### src/rtl/conv_tile_sequencer.sv
// Ifmap tile sequencer: steps the ifmap read-address generator through OX0,OY0,FX,FY,IC1,OC1 loops,
// drains the array pipeline and hands the bank back. Optional perf counters: `define SEQ_PERF_CNT_EN.
`default_nettype none

module conv_tile_sequencer #(
    parameter int CNT_WIDTH = 8,
    parameter int PIPE_LAT  = 4
) (
    input  logic                   clk,
    input  logic                   rst_n,
    input  logic                   config_en,
    input  logic [CNT_WIDTH*6-1:0] config_data,
    input  logic                   start,
    input  logic                   ifmap_ready,
    input  logic                   stall,
    output logic                   ifmap_adr_en,
    output logic                   acc_first,
    output logic                   acc_last,
    output logic                   ifmap_switch,
    output logic                   busy,
`ifdef SEQ_PERF_CNT_EN
    output logic [31:0]            stall_cycles,
    output logic [31:0]            run_cycles,
`endif
    output logic                   done
);

    localparam int DW = (PIPE_LAT > 1) ? $clog2(PIPE_LAT) : 1;
    localparam logic [CNT_WIDTH-1:0] CNT_ZERO = {CNT_WIDTH{1'b0}};
    localparam logic [CNT_WIDTH-1:0] CNT_ONE  = {{(CNT_WIDTH-1){1'b0}}, 1'b1};
    localparam logic [DW-1:0]        DRAIN_LAST = DW'(PIPE_LAT - 1);

    typedef enum logic [2:0] {
        S_IDLE   = 3'd0,
        S_WAIT   = 3'd1,
        S_RUN    = 3'd2,
        S_DRAIN  = 3'd3,
        S_SWITCH = 3'd4
    } state_t;

    state_t                r_state;
    state_t                w_next;
    logic [CNT_WIDTH-1:0]  r_cfg     [6];
    logic [CNT_WIDTH-1:0]  r_cnt     [6];
    logic [CNT_WIDTH-1:0]  w_bnd     [6];
    logic [CNT_WIDTH-1:0]  w_cnt_nxt [6];
    logic [6:0]            w_carry;
    logic [5:0]            w_at_last;
    logic [DW-1:0]         r_drain;
    logic                  r_busy;
    logic                  r_done;
    logic                  w_step;
    logic                  w_start_acc;
    logic                  w_drain_done;

    assign w_step       = (r_state == S_RUN) && !stall;
    assign w_start_acc  = (r_state == S_IDLE) && start;
    assign w_drain_done = (r_drain == DRAIN_LAST);

    // Effective bounds (0 means 1), per-loop wrap detection and the ox->oc carry chain.
    // Index 0 is ox (innermost) through 5 oc (outermost).
    always_comb begin
        w_carry[0] = 1'b1;
        for (int i = 0; i < 6; i++) begin
            w_bnd[i]       = (r_cfg[i] == CNT_ZERO) ? CNT_ONE : r_cfg[i];
            w_at_last[i]   = (r_cnt[i] == (w_bnd[i] - CNT_ONE));
            w_cnt_nxt[i]   = w_carry[i] ? (w_at_last[i] ? CNT_ZERO : (r_cnt[i] + CNT_ONE)) : r_cnt[i];
            w_carry[i + 1] = w_carry[i] & w_at_last[i];
        end
    end

    assign ifmap_adr_en = w_step;
    assign acc_first    = w_step && (r_cnt[2] == CNT_ZERO) && (r_cnt[3] == CNT_ZERO) && (r_cnt[4] == CNT_ZERO);
    assign acc_last     = w_step && w_at_last[2] && w_at_last[3] && w_at_last[4];
    assign busy         = r_busy;
    assign done         = r_done;
    assign ifmap_switch = r_done;

    // State register.
    always_ff @(posedge clk or negedge rst_n) begin
        if (!rst_n) begin
            r_state <= S_IDLE;
        end else begin
            r_state <= w_next;
        end
    end

    // Next-state logic.
    always_comb begin
        w_next = r_state;
        case (r_state)
            S_IDLE: begin
                if (start) w_next = S_WAIT;
                else       w_next = S_IDLE;
            end
            S_WAIT: begin
                if (ifmap_ready) w_next = S_RUN;
                else             w_next = S_WAIT;
            end
            S_RUN: begin
                if (w_step && (&w_at_last)) w_next = S_DRAIN;
                else                        w_next = S_RUN;
            end
            S_DRAIN: begin
                if (w_drain_done) w_next = S_SWITCH;
                else              w_next = S_DRAIN;
            end
            S_SWITCH: w_next = S_IDLE;
            default:  w_next = S_IDLE;
        endcase
    end

    // Status outputs registered from the next state so they line up with the state they describe.
    always_ff @(posedge clk or negedge rst_n) begin
        if (!rst_n) begin
            r_busy <= 1'b0;
            r_done <= 1'b0;
        end else begin
            r_busy <= (w_next != S_IDLE);
            r_done <= (w_next == S_SWITCH);
        end
    end

    // Loop bounds; only writable while idle so a running tile never sees them change.
    always_ff @(posedge clk or negedge rst_n) begin
        if (!rst_n) begin
            for (int i = 0; i < 6; i++) r_cfg[i] <= CNT_ZERO;
        end else if ((r_state == S_IDLE) && config_en) begin
            for (int i = 0; i < 6; i++) r_cfg[i] <= config_data[(6 - i) * CNT_WIDTH - 1 -: CNT_WIDTH];
        end else begin
            for (int i = 0; i < 6; i++) r_cfg[i] <= r_cfg[i];
        end
    end

    // Loop counters advance only on an issued step.
    always_ff @(posedge clk or negedge rst_n) begin
        if (!rst_n) begin
            for (int i = 0; i < 6; i++) r_cnt[i] <= CNT_ZERO;
        end else if (w_start_acc) begin
            for (int i = 0; i < 6; i++) r_cnt[i] <= CNT_ZERO;
        end else if (w_step) begin
            for (int i = 0; i < 6; i++) r_cnt[i] <= w_cnt_nxt[i];
        end else begin
            for (int i = 0; i < 6; i++) r_cnt[i] <= r_cnt[i];
        end
    end

    // Fixed-length drain; stall has no effect here.
    always_ff @(posedge clk or negedge rst_n) begin
        if (!rst_n) begin
            r_drain <= {DW{1'b0}};
        end else if (r_state == S_DRAIN) begin
            r_drain <= r_drain + {{(DW-1){1'b0}}, 1'b1};
        end else begin
            r_drain <= {DW{1'b0}};
        end
    end

`ifdef SEQ_PERF_CNT_EN
    logic [31:0] r_run_cycles;
    logic [31:0] r_stall_cycles;

    // Saturating RUN / stalled-RUN cycle counters, cleared when a tile is accepted.
    always_ff @(posedge clk or negedge rst_n) begin
        if (!rst_n) begin
            r_run_cycles   <= 32'd0;
            r_stall_cycles <= 32'd0;
        end else if (w_start_acc) begin
            r_run_cycles   <= 32'd0;
            r_stall_cycles <= 32'd0;
        end else if (r_state == S_RUN) begin
            r_run_cycles   <= (r_run_cycles != 32'hFFFF_FFFF) ? (r_run_cycles + 32'd1) : r_run_cycles;
            r_stall_cycles <= (stall && (r_stall_cycles != 32'hFFFF_FFFF)) ? (r_stall_cycles + 32'd1)
                                                                            : r_stall_cycles;
        end else begin
            r_run_cycles   <= r_run_cycles;
            r_stall_cycles <= r_stall_cycles;
        end
    end

    assign run_cycles   = r_run_cycles;
    assign stall_cycles = r_stall_cycles;
`endif

endmodule

`default_nettype wire

### config.mk
export PLATFORM = sky130hd
export DESIGN_NAME = conv_tile_sequencer
export DESIGN_NICKNAME = d
export VERILOG_FILES = /design/src/rtl/conv_tile_sequencer.sv
export SDC_FILE = /design/constraint.sdc
export NUM_CORES = 1
export LEC_CHECK = 0
export CORE_MARGIN = 2
export CORE_UTILIZATION = 40
export DETAILED_ROUTE_END_ITERATION = 8
export GPL_ROUTABILITY_DRIVEN = 0
export PLACE_DENSITY = 0.66
export SYNTH_ARGS = -nofsm -noshare
export SYNTH_HDL_FRONTEND = slang
export SYNTH_SLANG_ARGS = --single-unit
### constraint.sdc
create_clock -name clk -period 6.6 [get_ports clk]
set_input_delay 0.99 -clock clk [delete_from_list [all_inputs] [get_ports clk]]
set_output_delay 0.99 -clock clk [all_outputs]
set_load 0.02 [all_outputs]
==> reports/qor.yml <==
timing:
  max_freq_mhz: 182
  slew_viol_final: 0
  hold_viol: 0
  final.min_clock_period_ps: 5480
  relSlewSlack_pct: 28.4
  tightest_slew_ps: 1070
  setup_viol_count_final: 0
  min_period_over_period_pct: 83.1
  tns_ps: 0
  clock_skew_ps: 10.8
  worst_hold_slack_ps: 434
  rsz0062_at_grt: "no"
floorplanning:
  dieArea_um2: 16900
  rows: 46
  ios: 60
  fp.coreArea_um2: 15700
  start_util_pct: 40.4
  die-height_um: 130
  die_w_um: 130
placed_design:
  hpwl_um: 10100
  numPortBuffers: 59
  dp.cells: 915
clock_tree:
  cts_made_buffers: 9
  cts_sinks: 103
  cts.clk_slew.worst_paths_ps: 70
  cts_hold_buf: 0
  cts_setup_buffers: 0
  cts_htree_levels: 3
  cts_tree: "yes"
  clk_latency_ps: 360
  cts-root-buf: "clkbuf_16"
  cts_resized: 0
  cts_max_path_buffers: 2
pwr:
  pwr_density_cell_nw_per_um2: 177
  ir_worst_vdd_mv: 0.131
  power.leakage_nw: 3.17
  power.share.switching_pct: 22.9
  internal_power_mw: 1.01
  p_clk_share_pct: 41.5
  comb_power_share_pct: 7.6
  p_sw_mw: 0.300
  seq_power_share_pct: 50.9
grt:
  grt_pass1_wl_um: 24100
  grt_max_degree: 72
  first_global_vias: 4891
  antenna_found_initial: 0
  grt_overflow: 0
  track_usage_pct: 17.8
worst_setup_path:
  cpPeakStageDelay_ps: 690
  crit_family: "simple AND/OR/NAND/NOR gates"
  path_class: "reg2out"
  cp_cell_sequence: "or4_1 > nor4_1 > nor2_1 > ha_1 > xnor2_1 > a2111o_1 > nor4b_2 > and2_1 > nand2_1 > nor3_1 > clkdlybuf4s50_1"
  cp_num_buf_inv: 1
  end_kind: "output pin"
  worstPathRequired_ps: 5610
  crit_fanout: 6
  crit_path_top_delay_cell: "clkdlybuf4s50_1"
  cp.arrival_ps: 4490
  setup.worst_path.start_class: "flip-flop"
logic_synthesis:
  yosys.area.top_type: "dfrtp_1"
  post-synth-top-count-cell: "dfrtp_1"
  ys_ff_latch: 103
  syn_inst: 670
  synth_edf_count: 0
  syn_area_um2: 6340
  synth_cell_types: 72
  synth_ff_type: "dfrtp_1"
  syn-num-nets: 740
  synthArstFlopShare_pct: 100
  synthTopCellsByCount: "103 x dfrtp_1, 54 x nand2_1, 49 x nor2_1"
  yosys_warnings: 0
  synth_top_area_share_pct: 40.6
  yosysSeqAreaShare_pct: 40.6
  syn_area_per_cell_um2: 9.47
  synthTopCellsByArea: "dfrtp_1 41%, mux2_2 7.1%, xnor2_1 6.1%, xor2_1 3.6%, nand2_1 3.2%"
final_layout:
  drive_gt1_share_pct: 10.5
  final_nets: 780
  num_antenna_cells: 0
  instances_no_fill: 930
  syn_to_final_growth_pct: 16.5
hold_path:
  hp-class: "reg2reg"
routing:
  wl_um: 14200
  drc: 0
  drt_iter0_markers: 380
  via_count: 5083
  antenna_left: 0
  wl_per_cell_um: 15.3
  viasPerCell: 5.47
  first_pass_iters: 5
flow_run:
  max_cap_viol_count: 0
status:
  outcome: "completed"
==> power by group through the flow <==
| stage | Combinational (mW) | Sequential (mW) | Clock [mW] |
|---|---|---|---|
| 6_report | 0.0991 | 0.668 | 0.544 |
| 5_1_grt | 0.113 | 0.670 | 0.591 |
| 4_1_cts | 0.101 | 0.667 | 0.567 |
| 3_5_place_dp | 0.101 | 0.679 | 0 |
| 3_3_place_gp | 0.0974 | 0.677 | 0 |
| 2_1_floorplan | 0.0535 | 0.667 | 0 |
==> cell families after synthesis <==
family | count (synthesis) | synth area share (%)
fa+ha+maj | 16 | 3.16
mux | 44 | 7.73
flops | 103 | 40.6
compound gates | 116 | 12.5
simple gates | 259 | 22.4
xor+xnor | 70 | 9.66
buf+inv | 62 | 3.92
==> through the flow <==
| step | setup slack (ps) | instance area (µm²) | util (%) | total power [mW] |
|---|---|---|---|---|
| 5_1_grt | 881 | 7390 | 47.0 | 1.37 |
| 6_report | 1120 | 7390 | 47.0 | 1.31 |
| 3_3_place_gp | 1640 | 7090 | 45.1 | 0.775 |
| 2_1_floorplan | 2350 | 6340 | - | 0.720 |
| 3_5_place_dp | 1510 | 7090 | 45.1 | 0.780 |
| 4_1_cts | 1100 | 7390 | 47.0 | 1.33 |
==> worst reg2reg max path: stages (launching register included) <==
cell      delay, ps
dfrtp_1         420
or4_1           600
nor4_1          390
nor2_1           90
ha_1            320
xnor2_1         130
a2111o_1        390
nor4b_2         380
and2_1          310
nand3_2         340
or3_1           580
o41ai_2         320
==> layer usage <==
layer | GRT usage (%) | part of all wire [%]
met1 | 24.3 | 47
met2 | 28.5 | 47
met3 | 4.43 | 4.7
met4 | 4.62 | 1.2
met5 | 0 | 0
==> final cells by class <==
cell class,instances,area (µm²)
fill,1469,8320
multi-input combinational,505,3520
sequential,103,2580
timing repair buffer,63,618
tap,216,270
clock buffer,12,256
inverter,28,105
clock inverter,3,42.5
==> state kept, by name, indices dropped and copies added (netlist names) <==
signal	flops
r_state	3
r_drain	2
busy	1
r_cfg	48
done	1
r_cnt	48
==> path summary, 6_finish.rpt <==
kind	to	depth (start not counted)	slack [ps]	startpoint
setup / recovery	acc_last	11	1120	r_cfg[27]$_DFFE_PN0P_
hold / removal	r_drain[0]$_DFF_PN0_	1	430	r_drain[0]$_DFF_PN0_
setup reg to reg	r_cnt[7]$_DFFE_PN0P_	11	2230	r_cfg[27]$_DFFE_PN0P_
hold reg to reg	r_drain[0]$_DFF_PN0_	1	430	r_drain[0]$_DFF_PN0_
max in group asynchronous	r_cnt[5]$_DFFE_PN0P_	2	4770	rst_n
min in group asynchronous	r_cfg[29]$_DFFE_PN0P_	1	570	rst_n
==> layout by cell type, fill, tap and decap left out, types with 12 or more instances in the layout <==
| cell | n |
|---|---|
| nor3_1 | 19 |
| and3_1 | 16 |
| dfrtp_1 | 103 |
| mux2_2 | 40 |
| nand2_1 | 54 |
| o21ai_0 | 31 |
| ha_1 | 16 |
| xnor2_1 | 44 |
| nand3_1 | 33 |
| nor2b_1 | 12 |
| xor2_1 | 26 |
| nor2_1 | 49 |
| a21oi_1 | 15 |
| inv_1 | 28 |
| clkdlybuf4s50_1 | 58 |
(Power assumes the default switching activity.)
